===== src/rtl/caesar_cg_pkg.sv =====
// Shared types and widths for the Caesar clock-gate controller.
package caesar_cg_pkg;

    typedef enum logic [1:0] {
        CG_ON   = 2'd0,
        CG_OFF  = 2'd1,
        CG_WAKE = 2'd2
    } cg_state_e;

    localparam int CG_WAKE_CNT_W  = 4;
    localparam int CG_GATED_CNT_W = 32;
    localparam int CG_WAKE_EVT_W  = 16;

endpackage


===== src/rtl/caesar_clk_gate_ctrl.sv =====
// Idle-detect enable generator for the Caesar clock-gate cell, with a fixed settle period on wake.
// Optional statistics counters are built when CAESAR_CG_STATS_EN is defined.
//
// state   | meaning
// CG_ON   | clock running, counting consecutive idle cycles, grants allowed
// CG_OFF  | clock gated, waiting for req/busy/force_on
// CG_WAKE | clock reopened, settling; grants held off, cannot be aborted
module caesar_clk_gate_ctrl
    import caesar_cg_pkg::*;
#(
    parameter int IDLE_CNT_W  = 8,
    parameter int WAKE_CYCLES = 4
) (
    input  logic                  clk_i,
    input  logic                  rst_ni,
    input  logic [IDLE_CNT_W-1:0] idle_thr_i,
    input  logic                  busy_i,
    input  logic                  req_i,
    input  logic                  force_on_i,
    output logic                  gnt_o,
    output logic                  clk_en_o,
`ifdef CAESAR_CG_STATS_EN
    output logic [31:0]           gated_cycles_o,
    output logic [15:0]           wake_cnt_o,
`endif
    output logic                  gated_o
);

    if (WAKE_CYCLES < 1 || WAKE_CYCLES > 15) begin : g_bad_wake_cycles
        $error("caesar_clk_gate_ctrl: WAKE_CYCLES must be in 1..15");
    end

    localparam logic [CG_WAKE_CNT_W-1:0] WAKE_LOAD = CG_WAKE_CNT_W'(WAKE_CYCLES - 1);

    cg_state_e               state, state_nxt;
    logic [IDLE_CNT_W-1:0]    idle_cnt, idle_nxt;
    logic [CG_WAKE_CNT_W-1:0] wake_cnt, wake_nxt;
    logic [IDLE_CNT_W:0]      idle_inc;
    logic                     idle;

    assign idle     = !busy_i && !req_i && !force_on_i;
    // One bit wider so the +1 cannot wrap when idle_cnt is saturated.
    assign idle_inc = {1'b0, idle_cnt} + (IDLE_CNT_W + 1)'(1);

    always_ff @(posedge clk_i or negedge rst_ni) begin
        if (!rst_ni) begin
            state    <= CG_ON;
            idle_cnt <= '0;
            wake_cnt <= '0;
            clk_en_o <= 1'b1;
        end else begin
            state    <= state_nxt;
            idle_cnt <= idle_nxt;
            wake_cnt <= wake_nxt;
            clk_en_o <= (state_nxt != CG_OFF);
        end
    end

    always_comb begin
        state_nxt = state;
        idle_nxt  = idle_cnt;
        wake_nxt  = wake_cnt;
        case (state)
            CG_ON: begin
                if (!idle) begin
                    idle_nxt = '0;
                end else if (idle_thr_i != '0 && idle_inc >= {1'b0, idle_thr_i}) begin
                    state_nxt = CG_OFF;
                    idle_nxt  = '0;
                end else if (idle_cnt != '1) begin
                    idle_nxt = idle_cnt + IDLE_CNT_W'(1);
                end
            end
            CG_OFF: begin
                idle_nxt = '0;
                if (req_i || busy_i || force_on_i) begin
                    state_nxt = CG_WAKE;
                    wake_nxt  = WAKE_LOAD;
                end
            end
            CG_WAKE: begin
                idle_nxt = '0;
                if (wake_cnt == '0) begin
                    state_nxt = CG_ON;
                end else begin
                    wake_nxt = wake_cnt - CG_WAKE_CNT_W'(1);
                end
            end
            default: begin
                state_nxt = CG_ON;
                idle_nxt  = '0;
                wake_nxt  = '0;
            end
        endcase
    end

    assign gnt_o   = req_i && (state == CG_ON);
    assign gated_o = (state == CG_OFF);

`ifdef CAESAR_CG_STATS_EN
    logic [CG_GATED_CNT_W-1:0] gated_cycles;
    logic [CG_WAKE_EVT_W-1:0]  wake_evts;

    always_ff @(posedge clk_i or negedge rst_ni) begin
        if (!rst_ni) begin
            gated_cycles <= '0;
            wake_evts    <= '0;
        end else begin
            if (state == CG_OFF && gated_cycles != '1) begin
                gated_cycles <= gated_cycles + CG_GATED_CNT_W'(1);
            end
            if (state == CG_OFF && state_nxt == CG_WAKE && wake_evts != '1) begin
                wake_evts <= wake_evts + CG_WAKE_EVT_W'(1);
            end
        end
    end

    assign gated_cycles_o = gated_cycles;
    assign wake_cnt_o     = wake_evts;
`endif

endmodule


===== config.mk =====
export PLATFORM = sky130hd
export DESIGN_NAME = caesar_clk_gate_ctrl
export DESIGN_NICKNAME = d
export VERILOG_FILES = /design/src/rtl/caesar_cg_pkg.sv /design/src/rtl/caesar_clk_gate_ctrl.sv
export SDC_FILE = /design/constraint.sdc
export NUM_CORES = 1
export LEC_CHECK = 0
export CORE_MARGIN = 8
export CORE_UTILIZATION = 54
export CTS_CLUSTER_SIZE = 28
export DETAILED_ROUTE_END_ITERATION = 12
export PLACE_DENSITY = 0.77
export SLEW_MARGIN = 15
export SYNTH_ARGS = -nofsm -noshare
export SYNTH_HDL_FRONTEND = slang
export SYNTH_SLANG_ARGS = --single-unit

===== constraint.sdc =====
create_clock -name clk_i -period 2.9 [get_ports clk_i]
set_input_delay 0.58 -clock clk_i [delete_from_list [all_inputs] [get_ports clk_i]]
set_output_delay 0.58 -clock clk_i [all_outputs]
set_load 0.02 [all_outputs]

==> flow_metrics.tcl <==
set metrics [dict create \
    crit_arrival_ns 2.02 \
    synth_top_area_cell "dfrtp_1" \
    wirelength_mm 2.52 \
    p_leak_nw 0.635 \
    fmax_ghz 0.384 \
    synth_compound_area_share_pct 20.3 \
    cts_resized 0 \
    synthMuxAreaShare_pct 0 \
    synth-edff-count 0 \
    grt_usage_pct 13.7 \
    synth-seq-area-share_pct 31.5 \
    status "completed" \
    die-area_um2 3980 \
    drv_slew 0 \
    synth_top_family_by_area "simple AND/OR/NAND/NOR gates" \
    grt_pass1_wl_mm 4.42 \
    worstPathRequired_ns 2.32 \
    slew_headroom_pct 51.7 \
    cp_slowest_cell "clkdlybuf4s50_1" \
    holdBufCountCts 0 \
    yosys.area_share.simple_pct 24.9 \
    critPathBufInv 2 \
    cts_max_path_buffers 2 \
    critPathMaxFanout 7 \
    start_util_pct 55.7 \
    syn_avg_cell_area_um2 9.21 \
    nFillCells 179 \
    via_per_inst 5.71 \
    clock_latency_ns 0.29 \
    finalClockSkew_ns 0.00267 \
    grt_overflow 0 \
    core_um2 2150 \
    powerDensity_nw_per_um2 374 \
    reg2reg_from "idle_cnt[1]" \
    synthCells 130 \
    period_minus_slack_ns 2.60 \
    cpLargestDelayFamily "buffers and inverters" \
    diodes 0 \
    cts.clk_slew.worst_paths_ns 0.10 \
    ant_nets 0 \
    syn_to_final_growth_pct 18.4 \
    cap_violations 0 \
    die_h_um 63.1 \
    drcViolationCount 0 \
    vias 1017 \
    whs_ns 0.533 \
    layout-drive-gt1-share_pct 13.3 \
    rows 17 \
    tightestPinTransition_ns 0.723 \
    critPathLaunch "state[1]" \
    hp-class "reg2reg" \
    worstHoldStart "wake_cnt[1]" \
    period_share_pct 89.7 \
    cts_buffers 3 \
    clkSinkCount 15 \
    final_area_um2 1420 \
    setup_viol 0 \
    syn_area_um2 1200 \
    yosys.area_share.adder_pct 14.6 \
    antenna_found_initial 0 \
    die_x_um 63.1 \
    cts_tree "done" \
    yosys_warnings 0 \
    rsz0062_at_grt "false" \
    ys_ff_latch 15 \
    dpl.hpwl_mm 2.03 \
    synth_top_area_share_pct 29.3 \
    port-buffer-count 15 \
    synth_nets 157 \
    drt_pre_antenna_iters 4 \
    synth_cell_types 39 \
    placed_cell_area_um2 1390 \
    drtIter0Drc 28 \
    synth_flop_cell "dfrtp_1" \
    htreeDepth 1 \
    vdd_drop_max_mv 0.277 \
    end_kind "output port" \
    synth_xor_area_share_pct 4.39 \
    gp_congestion 0.777 \
    grt_pass1_vias 1057 \
    nNetsFinal 178 \
    worst_path_largest_cell_delay_ns 0.60 \
    clockRootBuffer "clkbuf_4" \
    wl_per_cell_um 14.2 \
    synth_async_sr_flop_share_pct 100 \
    top_level_ports 16 \
    cts_setup_buffers 0 \
    hold_viol 0 \
    critPathKind "reg2out" \
    fin_util_pct 66.0 \
    tns_ns 0 \
    path_cells "inv_1, ha_1, and2_1, clkdlybuf4s50_1" \
    start_kind "flip-flop" \
    synth_area_leaders "dfrtp_1, ha_1, a21oi_1" \
    grt_max_degree 16 \
]
## state kept, by name (all words and copies together) (netlist names)
register / count
idle_cnt: 8
clk_en_o: 1
state: 2
wake_cnt: 4
## cells in the mapped netlist (2+ instances only)
cell type and count:
dfrtp_1 14, ha_1 14, inv_1 14, a21oi_1 12
nor2_1 11, o21ai_0 8, nand2_1 7, nand3_1 5
nor2b_1 4, xnor2_1 3, xor2_1 3, and3_1 2
nand3b_1 2, nor3_1 2, nor4_4 2, o211ai_1 2
o21ai_1 2, o21ai_2 2
## cell type report
class	instances	area (µm²)	area share [%]
Sequential cell	15	377	26.6
Clock buffer	3	22.5	1.59
Tap cell	28	35.0	2.47
Multi-Input combinational cell	101	768	54.2
Clock inverter	1	5.00	0.353
Timing Repair Buffer	16	158	11.1
Inverter	14	52.6	3.71
## per-layer routing
metal	GRT usage [%]	part of all wire, %	vias up
li1	-	-	511
met1	13.5	42	487
met2	25.5	52	12
met3	3.18	2.5	7
met4	7.98	2.7	0
met5	0	0	-
## final timing paths
check,depth (start not counted),end,slack (ns)
max in group asynchronous,1,idle_cnt[3],1.74
worst min-delay path,2,wake_cnt[1],0.53
worst min register to register,2,wake_cnt[1],0.53
worst max register to register,10,idle_cnt[7],0.33
min in group asynchronous,1,wake_cnt[2],0.71
worst max-delay path,4,gnt_o,0.30
## tightest hold or removal path, stage by stage (launching register included)
cell     delay (ns)
dfrtp_1        0.39
nand2_1        0.05
o21ai_0        0.06
## through the flow
step	std cells	worst slack (ns)	power [mW]
3_3_place_gp	174	0.414	0.400
5_1_grt	178	0.121	0.565
6_report	178	0.298	0.530
4_1_cts	178	0.286	0.536
3_5_place_dp	174	0.325	0.409
2_1_floorplan	130	0.599	0.345
## layout by cell type (no fill, tap or decap), types with 2 or more instances in the layout
cell	count
nand2_1	7
nor3_1	2
clkbuf_4	3
clkdlybuf4s50_1	15
o21ai_2	2
xor2_1	3
o21ai_0	8
nand3b_1	2
nand3_1	5
a21oi_1	12
nor2b_1	4
nor2_1	11
xnor2_1	3
inv_1	14
ha_1	14
nor4_4	2
and3_1	2
dfrtp_1	14
o211ai_1	2
o21ai_1	2
## kinds of logic after synthesis
| kind of cell | count (synthesis) |
|---|---|
| AND/OR/NAND/NOR | 44 |
| AO/OA/AOI/OAI | 37 |
| flip-flops | 15 |
| buffers and inverters | 14 |
| adder cells (fa/ha/maj) | 14 |
| XOR/XNOR | 6 |
## where the power goes
part	internal [mW]	switching (mW)	leakage (nW)
Combinational	0.0740	0.0910	0.412
Clock	0.0514	0.0740	0.0177
Sequential	0.223	0.0162	0.205
Note: power is estimated with default switching activity, not from simulation.
